===== config.mk =====
export PLATFORM = sky130hd
export DESIGN_NAME = mem_region_ctrl
export DESIGN_NICKNAME = d
export VERILOG_FILES = /design/src/rtl/mem_ctrl_pkg.sv /design/src/rtl/mem_region_decode.sv /design/src/rtl/mem_region_ctrl.sv
export SDC_FILE = /design/constraint.sdc
export NUM_CORES = 1
export LEC_CHECK = 0
export BUFFER_PORTS_ARGS = -buffer_cell sky130_fd_sc_hd__buf_4
export CORE_ASPECT_RATIO = 1.1
export CORE_MARGIN = 2
export CORE_UTILIZATION = 34
export DETAILED_ROUTE_END_ITERATION = 16
export GPL_ROUTABILITY_DRIVEN = 0
export PLACE_DENSITY = 0.66
export SYNTH_ARGS = -nofsm -noshare
export SYNTH_HDL_FRONTEND = slang
export SYNTH_SLANG_ARGS = --single-unit

===== constraint.sdc =====
create_clock -name clk -period 5 [get_ports clk]
set_input_delay 0.25 -clock clk [delete_from_list [all_inputs] [get_ports clk]]
set_output_delay 0.25 -clock clk [all_outputs]
set_load 0.1 [all_outputs]

===== src/rtl/mem_ctrl_pkg.sv =====
// Shared types and default region map for the memory/IO region controller.
// Regions are packed contiguously from address 0 in enum order.
package mem_ctrl_pkg;

  typedef enum logic [2:0] {
    REG_TEXT,
    REG_GLYPH,
    REG_INSTR,
    REG_INPUT,
    REG_OUTPUT,
    REG_STACK
  } region_t;

  typedef enum logic [1:0] {
    IDLE,
    MEM_RD,
    IO_WAIT_ST,
    RESP
  } state_t;

  localparam int unsigned DEF_SIZE_TEXT   = 8192;
  localparam int unsigned DEF_SIZE_GLYPH  = 1024;
  localparam int unsigned DEF_SIZE_INSTR  = 10240;
  localparam int unsigned DEF_SIZE_INPUT  = 512;
  localparam int unsigned DEF_SIZE_OUTPUT = 512;
  localparam int unsigned DEF_SIZE_STACK  = 10240;

  localparam int unsigned DEF_BASE_TEXT   = 0;
  localparam int unsigned DEF_BASE_GLYPH  = DEF_BASE_TEXT + DEF_SIZE_TEXT;
  localparam int unsigned DEF_BASE_INSTR  = DEF_BASE_GLYPH + DEF_SIZE_GLYPH;
  localparam int unsigned DEF_BASE_INPUT  = DEF_BASE_INSTR + DEF_SIZE_INSTR;
  localparam int unsigned DEF_BASE_OUTPUT = DEF_BASE_INPUT + DEF_SIZE_INPUT;
  localparam int unsigned DEF_BASE_STACK  = DEF_BASE_OUTPUT + DEF_SIZE_OUTPUT;
  localparam int unsigned DEF_END_STACK   = DEF_BASE_STACK + DEF_SIZE_STACK;

endpackage


===== src/rtl/mem_region_decode.sv =====
// Combinational address decoder: word address -> region, channel indices, in-map flag.
// Addresses past the end of STACK report region STACK with in_map low.
module mem_region_decode
  import mem_ctrl_pkg::*;
#(
  parameter int ADDR_W                = 15,
  parameter int unsigned SIZE_TEXT    = DEF_SIZE_TEXT,
  parameter int unsigned SIZE_GLYPH   = DEF_SIZE_GLYPH,
  parameter int unsigned SIZE_INSTR   = DEF_SIZE_INSTR,
  parameter int unsigned SIZE_INPUT   = DEF_SIZE_INPUT,
  parameter int unsigned SIZE_OUTPUT  = DEF_SIZE_OUTPUT,
  parameter int unsigned SIZE_STACK   = DEF_SIZE_STACK,
  parameter int NUM_IN                = 2,
  parameter int NUM_OUT               = 2,
  parameter int IN_W                  = 1,
  parameter int OUT_W                 = 1
) (
  input  logic [ADDR_W-1:0] addr,
  output region_t           region,
  output logic [IN_W-1:0]   in_ch,
  output logic [OUT_W-1:0]  out_ch,
  output logic              in_map
);

  localparam logic [31:0] BASE_TEXT   = 32'd0;
  localparam logic [31:0] BASE_GLYPH  = BASE_TEXT + 32'(SIZE_TEXT);
  localparam logic [31:0] BASE_INSTR  = BASE_GLYPH + 32'(SIZE_GLYPH);
  localparam logic [31:0] BASE_INPUT  = BASE_INSTR + 32'(SIZE_INSTR);
  localparam logic [31:0] BASE_OUTPUT = BASE_INPUT + 32'(SIZE_INPUT);
  localparam logic [31:0] BASE_STACK  = BASE_OUTPUT + 32'(SIZE_OUTPUT);
  localparam logic [31:0] END_STACK   = BASE_STACK + 32'(SIZE_STACK);

  logic [31:0] addr_ext;
  logic [31:0] base;
  logic [31:0] offset;

  assign addr_ext = 32'(addr);
  assign offset   = addr_ext - base;

  // Strict '<' against the next base lets zero-sized regions fall through.
  always_comb begin
    region = REG_STACK;
    base   = BASE_STACK;
    in_map = (addr_ext < END_STACK);
    if (addr_ext < BASE_GLYPH) begin
      region = REG_TEXT;
      base   = BASE_TEXT;
    end else if (addr_ext < BASE_INSTR) begin
      region = REG_GLYPH;
      base   = BASE_GLYPH;
    end else if (addr_ext < BASE_INPUT) begin
      region = REG_INSTR;
      base   = BASE_INSTR;
    end else if (addr_ext < BASE_OUTPUT) begin
      region = REG_INPUT;
      base   = BASE_INPUT;
    end else if (addr_ext < BASE_STACK) begin
      region = REG_OUTPUT;
      base   = BASE_OUTPUT;
    end
  end

  always_comb begin
    in_ch  = IN_W'(offset % 32'(NUM_IN));
    out_ch = OUT_W'(offset % 32'(NUM_OUT));
  end

endmodule


===== src/rtl/mem_region_ctrl.sv =====
// Core memory/IO controller: region decode, BRAM port B, input/output channels.
// Optional macro MEM_REGION_CTRL_BOUNDS_EN turns out-of-map accesses into error acks.
module mem_region_ctrl
  import mem_ctrl_pkg::*;
#(
  parameter int DATA_W                = 16,
  parameter int ADDR_W                = 15,
  parameter int unsigned SIZE_TEXT    = DEF_SIZE_TEXT,
  parameter int unsigned SIZE_GLYPH   = DEF_SIZE_GLYPH,
  parameter int unsigned SIZE_INSTR   = DEF_SIZE_INSTR,
  parameter int unsigned SIZE_INPUT   = DEF_SIZE_INPUT,
  parameter int unsigned SIZE_OUTPUT  = DEF_SIZE_OUTPUT,
  parameter int unsigned SIZE_STACK   = DEF_SIZE_STACK,
  parameter int NUM_IN                = 2,
  parameter int NUM_OUT               = 2,
  parameter int IO_WAIT               = 1
) (
  input  logic                      clk,
  input  logic                      reset,
  input  logic                      core_req,
  input  logic                      core_we,
  input  logic [ADDR_W-1:0]         core_addr,
  input  logic [DATA_W-1:0]         core_wdata,
  output logic [DATA_W-1:0]         core_rdata,
  output logic                      core_ack,
  output logic                      core_err,
  input  logic [ADDR_W-1:0]         vga_addr,
  output logic [DATA_W-1:0]         vga_data_out,
  output logic [ADDR_W-1:0]         mem_addra,
  input  logic [DATA_W-1:0]         mem_douta,
  output logic                      mem_web,
  output logic [ADDR_W-1:0]         mem_addrb,
  output logic [DATA_W-1:0]         mem_dinb,
  input  logic [DATA_W-1:0]         mem_doutb,
  input  logic [NUM_IN*DATA_W-1:0]  io_data_in,
  output logic [NUM_IN-1:0]         io_rd_strobe,
  output logic [NUM_OUT*DATA_W-1:0] out_data,
  output logic [NUM_OUT-1:0]        out_valid,
  output state_t                    fsm_state
);

  localparam int IN_W  = (NUM_IN > 1) ? $clog2(NUM_IN) : 1;
  localparam int OUT_W = (NUM_OUT > 1) ? $clog2(NUM_OUT) : 1;
  localparam logic [3:0] WAIT_INIT = 4'(IO_WAIT);

`ifdef MEM_REGION_CTRL_BOUNDS_EN
  localparam bit BOUNDS_ON = 1'b1;
`else
  localparam bit BOUNDS_ON = 1'b0;
`endif

  // Handshake: core_req is sampled only in IDLE and must hold addr/we/wdata
  // stable until core_ack; core_ack (and core_err) pulse for exactly one cycle.

  region_t            region;
  logic [IN_W-1:0]    in_ch, in_ch_q;
  logic [OUT_W-1:0]   out_ch, out_ch_q;
  logic               in_map, oob, is_mem, accept;
  state_t             state, state_next;
  logic [3:0]         wait_cnt;
  logic               rd_out_q, err_q;
  logic [DATA_W-1:0]  rdata_q;
  logic [DATA_W-1:0]  out_regs [NUM_OUT];
  logic [DATA_W-1:0]  in_words [NUM_IN];
  logic [NUM_OUT-1:0] out_valid_q;
  logic [NUM_IN-1:0]  strobe_q;

  mem_region_decode #(
    .ADDR_W(ADDR_W), .SIZE_TEXT(SIZE_TEXT), .SIZE_GLYPH(SIZE_GLYPH),
    .SIZE_INSTR(SIZE_INSTR), .SIZE_INPUT(SIZE_INPUT), .SIZE_OUTPUT(SIZE_OUTPUT),
    .SIZE_STACK(SIZE_STACK), .NUM_IN(NUM_IN), .NUM_OUT(NUM_OUT),
    .IN_W(IN_W), .OUT_W(OUT_W)
  ) u_decode (
    .addr(core_addr), .region(region), .in_ch(in_ch), .out_ch(out_ch), .in_map(in_map)
  );

  for (genvar k = 0; k < NUM_OUT; k++) begin : g_out
    assign out_data[k*DATA_W +: DATA_W] = out_regs[k];
  end
  for (genvar k = 0; k < NUM_IN; k++) begin : g_in
    assign in_words[k] = io_data_in[k*DATA_W +: DATA_W];
  end

  assign oob    = BOUNDS_ON && !in_map;
  assign is_mem = (region == REG_TEXT) || (region == REG_GLYPH) ||
                  (region == REG_INSTR) || (region == REG_STACK);
  assign accept = (state == IDLE) && core_req;

  // Port A belongs to VGA and bypasses the FSM entirely.
  assign mem_addra    = vga_addr;
  assign vga_data_out = mem_douta;

  assign mem_addrb    = core_addr;
  assign mem_dinb     = core_wdata;
  assign mem_web      = !reset && accept && core_we && is_mem && !oob;
  assign core_ack     = (state == RESP);
  assign core_err     = BOUNDS_ON && (state == RESP) && err_q;
  assign core_rdata   = rdata_q;
  assign io_rd_strobe = strobe_q;
  assign out_valid    = out_valid_q;
  assign fsm_state    = state;

  always_comb begin
    state_next = state;
    case (state)
      IDLE: begin
        if (core_req) begin
          if (oob || core_we)          state_next = RESP;
          else if (region == REG_INPUT) state_next = IO_WAIT_ST;
          else                          state_next = MEM_RD;
        end
      end
      MEM_RD:     state_next = RESP;
      IO_WAIT_ST: if (wait_cnt == 4'd0) state_next = RESP;
      RESP:       state_next = IDLE;
      default:    state_next = IDLE;
    endcase
  end

  always_ff @(posedge clk) begin
    if (reset) begin
      state       <= IDLE;
      wait_cnt    <= 4'd0;
      rd_out_q    <= 1'b0;
      err_q       <= 1'b0;
      in_ch_q     <= '0;
      out_ch_q    <= '0;
      rdata_q     <= '0;
      out_valid_q <= '0;
      strobe_q    <= '0;
      for (int k = 0; k < NUM_OUT; k++) out_regs[k] <= '0;
    end else begin
      state       <= state_next;
      out_valid_q <= '0;
      strobe_q    <= '0;
      case (state)
        IDLE: begin
          if (core_req) begin
            err_q    <= oob;
            rd_out_q <= (region == REG_OUTPUT);
            in_ch_q  <= in_ch;
            out_ch_q <= out_ch;
            if (state_next == IO_WAIT_ST) wait_cnt <= WAIT_INIT;
            if (oob) begin
              rdata_q <= '0;
            end else if (core_we && region == REG_OUTPUT) begin
              out_regs[out_ch]    <= core_wdata;
              out_valid_q[out_ch] <= 1'b1;
            end
          end
        end
        MEM_RD: rdata_q <= rd_out_q ? out_regs[out_ch_q] : mem_doutb;
        IO_WAIT_ST: begin
          if (wait_cnt == 4'd0) begin
            rdata_q           <= in_words[in_ch_q];
            strobe_q[in_ch_q] <= 1'b1;
          end else begin
            wait_cnt <= wait_cnt - 4'd1;
          end
        end
        default: ;
      endcase
    end
  end

endmodule


==> impl_metrics.ini, run 1 <==
[run_status]
outcome = finished clean

[drt]
first_pass_iters = 4
vias = 2873
ant_nets = 0
drt_iter0_drc = 104
wl_per_cell_um = 15.47
drt-total-wl_um = 9344
drc = 0
viasPerCell = 4.757

[worst_setup_path]
crit_buf_inv = 1
crit_fanout = 16
critPathArrivalTime_ns = 2.49
r2r_cells = 5
cp.required_ns = 4.95
crit_slowest_cell = o21ai_2
r2r-start = fsm_state[0]
cp-end-kind = register
crit_path_max_incr_delay_ns = 0.67
critPathKind = reg -> reg
cp_top_family = simple AND/OR/NAND/NOR gates
cp-startpoint = fsm_state[0]
path_cells = inv_1, ha_1, nand4b_1, or4_4, o21ai_2
start_kind = register
r2r_slack_ns = 2.46
cp_num_cells = 5
reg2reg_to = out_regs[1][7]

[power_and_ir_drop]
pwr-share-clk = 0.259
p_seq_frac = 0.266
p_comb_frac = 0.475
internal_power_mw = 1.336
power.density_mw_per_mm2 = 546.7
p_switching_mw = 1.220
swShare = 0.4773
ir_drop_uv = 174.4
leakagePower_nw = 1.960

[synth]
yosysUniqueCellTypes = 43
synthFlopType = edfxtp_1
async_flop_share = 0
netlist_area_mm2 = 0.003585
synth-seq-area-share = 0.4300
yosysWarnings = 0
synth_nets = 496
synthCells = 376
ys_ff_latch = 61
synth_edf_count = 32
syn_avg_cell_area_um2 = 9.534

[sta]
clock_skew_ns = 0.005739
slew_headroom = 0.2253
slew_viol_final = 0
tightestPinTransition_ns = 1.162
fmax_mhz = 393.2
hold_viol = 0
setup_viol = 0
final.setup.tns_ns = 0
fin_crit_ns = 2.543
finalCritPeriodShare = 0.5086
grt_setup_unrepaired = no

[floorplan]
die_y_um = 111.7
start_util = 0.3465
coreArea_mm2 = 0.01034
die-area_mm2 = 0.01138
fp-row-count = 39
io_pins = 233
die_x_um = 101.9

[finish]
final_cell_mix = buf_4, a21oi_1, nand2_1
area_growth_pct = 30.44
drive_above_1_share = 0.4100
final_area_mm2 = 0.004676
n_antenna_cell = 0
layout_commonest_cell = buf_4
final_nets = 576

[hold_path]
hold_path_startpoint = core_addr[0]
hold_end = out_valid[0]
hold_depth = 2
hold_path_class = in -> reg

[cts]
root_buffer = clkbuf_16
cts.sinks = 61
htreeDepth = 3
cts-hold-fix-buffers = 0
post_cts_buffers = 0
cts_buffers = 9
clockBufferDepth = 2
cts.clk_slew.worst_paths_ns = 0.06
cts.repair.resized = 0
cts_tree = built
clk_latency_ns = 0.32

[global_routing]
grt_pass1_vias = 2772
grt_use_total = 0.1600
met2_usage = 0.2697
grt_max_degree = 40
antenna_found_initial = 0
grt_overflow = 0
met3_usage = 0.03515
grt_pass1_wl_um = 13810
busiest_layer = met2
use_met1 = 0.1856

[placement]
dpl-instance-area_mm2 = 0.004350
io_buffers = 153
hpwl_um = 7266

[flow_run]
maxCapViolCount = 0
==> flip-flops by register name, indices dropped and copies added, names as in the netlist, named ones only <==
| name | flops |
|---|---|
| core_rdata | 16 |
| fsm_state | 2 |
| io_rd_strobe | 2 |
| out_ch_q | 1 |
| out_regs | 32 |
| out_valid | 2 |
| rd_out_q | 1 |
| wait_cnt | 4 |
==> routing by layer <==
layer,vias to the layer above,share of wire
met2,125,0.49
met5,-,0
met3,36,0.068
li1,1405,-
met4,0,0.034
met1,1307,0.40
==> logic make-up (layout without fill, tap and decap cells) <==
group | Yosys count | in the layout | share of synthesized area
mux | 32 | 32 | 0.08936
simple gates | 113 | 113 | 0.1703
buf+inv | 93 | 178 | 0.1693
flops | 61 | 61 | 0.4300
other cells | 1 | 1 | 0.001046
fa+ha+maj | 6 | 6 | 0.02094
compound gates | 70 | 70 | 0.1190
==> power by group through the flow <==
stage / clock network, mW / registers, mW / logic (mW)
finish: 0.663 / 0.679 / 1.21
global route: 0.698 / 0.694 / 1.28
CTS: 0.676 / 0.681 / 1.22
detailed placement: 0 / 0.691 / 1.22
global placement: 0 / 0.687 / 1.20
floorplan: 0 / 1.18 / 0.612
==> worst max-delay path by stage <==
| stage | endpoint | slack [ns] |
|---|---|---|
| floorplan | out_regs[0][0] | 1.76 |
| global placement | out_regs[1][11] | 2.48 |
| detailed placement | out_regs[1][6] | 2.43 |
| CTS | out_regs[1][3] | 2.41 |
| global route | out_regs[1][2] | 2.20 |
| finish | out_regs[1][7] | 2.46 |
==> synthesized netlist by cell type, drive strengths merged, types with 2 or more instances <==
cell type,count,area [um^2]
buf,71,524.2
nand2,36,135.1
a211oi,2,15.01
clkbuf,14,52.55
o21ai,5,25.02
nor2,23,101.4
inv,8,30.03
a21oi,38,190.2
and2,32,217.7
o211ai,17,127.6
edfxtp,32,960.9
nor3,4,20.02
or4,2,18.77
mux2i,32,320.3
nand3,2,10.01
dfxtp,29,580.6
nand4b,2,17.52
nor2b,3,18.77
ha,6,75.07
==> per-stage QoR <==
stage	utilization	total power, mW	hold WS [ns]	instances	setup slack, ns
6_report	0.4520	2.556	0.2087	604	2.457
5_1_grt	0.4520	2.667	0.2155	604	2.197
4_1_cts	0.4520	2.576	0.2027	604	2.409
3_5_place_dp	0.4205	1.907	0.4460	588	2.425
3_3_place_gp	0.4205	1.884	0.4411	588	2.484
2_1_floorplan	-	1.793	0.4115	376	1.765
==> final cells by class <==
cell class / instances / area, um^2
Timing Repair Buffer: 154 / 1156
Multi-Input combinational cell: 222 / 1444
Fill cell: 1022 / 5669
Clock inverter: 7 / 100.1
Tap cell: 143 / 178.9
Sequential cell: 61 / 1541
Inverter: 8 / 30.03
Clock buffer: 9 / 225.2
No activity file was read; power rests on OpenSTA's default activity.
==> inputs of run 2 (changes only) <==
==> constraint.sdc (replaced) <==
create_clock -name clk -period 2.4 [get_ports clk]
set_input_delay 0.12 -clock clk [delete_from_list [all_inputs] [get_ports clk]]
set_output_delay 0.12 -clock clk [all_outputs]
set_load 0.1 [all_outputs]
==> run 2 against run 1 <==
  * Global-route usage rose by 0.14 points
  * Highest routed layer unchanged
  * Clock skew rose by 0.0013 ns
  * Non-clock buffer count rose by 7
==> impl_metrics.ini, run 2 (synthesis results as in run 1) <==
[run_status]
outcome = finished clean

[sta]
slew_viol_final = 0
final.setup.tns_ns = 0
hold_viol = 0
setup_viol = 0
setup_ws_ns = 0.4185
clock_skew_ns = 0.007081
hold_ws_ns = 0.09151
fmax_mhz = 504.7
finalCritPeriodShare = 0.8256
grt_setup_unrepaired = no
fin_crit_ns = 1.981

[floorplan]
die_x_um = 101.9
coreArea_mm2 = 0.01034
die_y_um = 111.7
start_util = 0.3465
io_pins = 233
die-area_mm2 = 0.01138
fp-row-count = 39

[cts]
cts_tree = built
post_cts_buffers = 0
htreeDepth = 3
cts.repair.resized = 0
clockBufferDepth = 2
cts.sinks = 61
root_buffer = clkbuf_16
cts_buffers = 9
cts-hold-fix-buffers = 0
cts.clk_slew.worst_paths_ns = 0.06
clk_latency_ns = 0.32

[drt]
drc = 0
drt_iter0_drc = 133
ant_nets = 0
vias = 2864
drt-total-wl_um = 9519
viasPerCell = 4.687
first_pass_iters = 5
wl_per_cell_um = 15.58

[finish]
n_antenna_cell = 0
area_growth_pct = 33.05
drive_above_1_share = 0.4252
final.fill_count = 1019
largest_reg_flops = 32
fin_cells = 611
final_cell_mix = buf_4, a21oi_1, nand2_1
post-route-util = 0.4611
final_nets = 583
layout_commonest_cell = buf_4
largest_register = out_regs

[power_and_ir_drop]
power.density_mw_per_mm2 = 1150
ir_drop_uv = 531.8
leakagePower_nw = 2.016

[worst_setup_path]
start_kind = register
cp-end-kind = register
crit_fanout = 16
critPathKind = reg -> reg
cp_top_family = simple AND/OR/NAND/NOR gates
path_cells = inv_1, ha_1, nand4b_1, or4_4, o21ai_2, buf_4
cp.required_ns = 2.40
crit_slowest_cell = or4_4
crit_buf_inv = 2
critPathArrivalTime_ns = 1.98
crit_path_max_incr_delay_ns = 0.51

[placement]
place_ws_ns = 0.3733
hpwl_um = 7438
io_buffers = 153
dp_cells = 595

[global_routing]
antenna_found_initial = 0
grt_overflow = 0
grt_pass1_wl_um = 14200
grt_max_degree = 34
grt_pass1_vias = 2782
grt_use_total = 0.1614

[hold_path]
hold_path_class = in -> reg

[flow_run]
maxCapViolCount = 0
[run 2: path summary, 6_finish.rpt]
kind                                      from             end  slack (ns)  depth (start not counted)
worst max-delay path              fsm_state[0]  out_regs[0][1]        0.42                          6
worst min-delay path             core_wdata[8]  out_regs[0][8]        0.09                          2
worst min register to register  core_rdata[14]  core_rdata[14]        0.45                          2
worst max register to register    fsm_state[0]  out_regs[0][1]        0.42                          6
[run 2: layer usage]
metal | vias up | wire length, um | track usage
met5 | - | 0 | 0
met4 | 0 | 291 | 0.08000
met3 | 32 | 564 | 0.02637
met2 | 116 | 4686 | 0.2662
met1 | 1303 | 3976 | 0.2021
li1 | 1413 | - | -
[run 2: stage by stage]
stage	area, um^2	power [mW]
3_5_place_dp	4420	4.016
4_1_cts	4770	5.521
6_report	4770	5.483
2_1_floorplan	3597	3.741
3_3_place_gp	4420	3.981
5_1_grt	4770	5.713
[run 2: worst register-to-register path: stages, from the launching register on]
cell      delay [ns]
dfxtp_2         0.34
inv_1           0.08
ha_1            0.18
nand4b_1        0.15
or4_4           0.51
o21ai_2         0.13
buf_4           0.26
[run 2: cell type report]
type                    instances  area, um^2  share of cell area
flip-flops and latches         61        1544              0.3237
multi-input cells             222        1446              0.3033
repair buffers                161        1221              0.2560
clock buffers                   9       225.2             0.04722
well taps                     143       178.9             0.03751
clock inverters                 7       123.9             0.02597
inverters                       8       30.03            0.006296
[run 2: where the power goes]
| group | internal, mW | switching [mW] |
|---|---|---|
| sequential | 1.27 | 0.109 |
| clock | 1.02 | 0.477 |
| combinational | 0.643 | 1.97 |
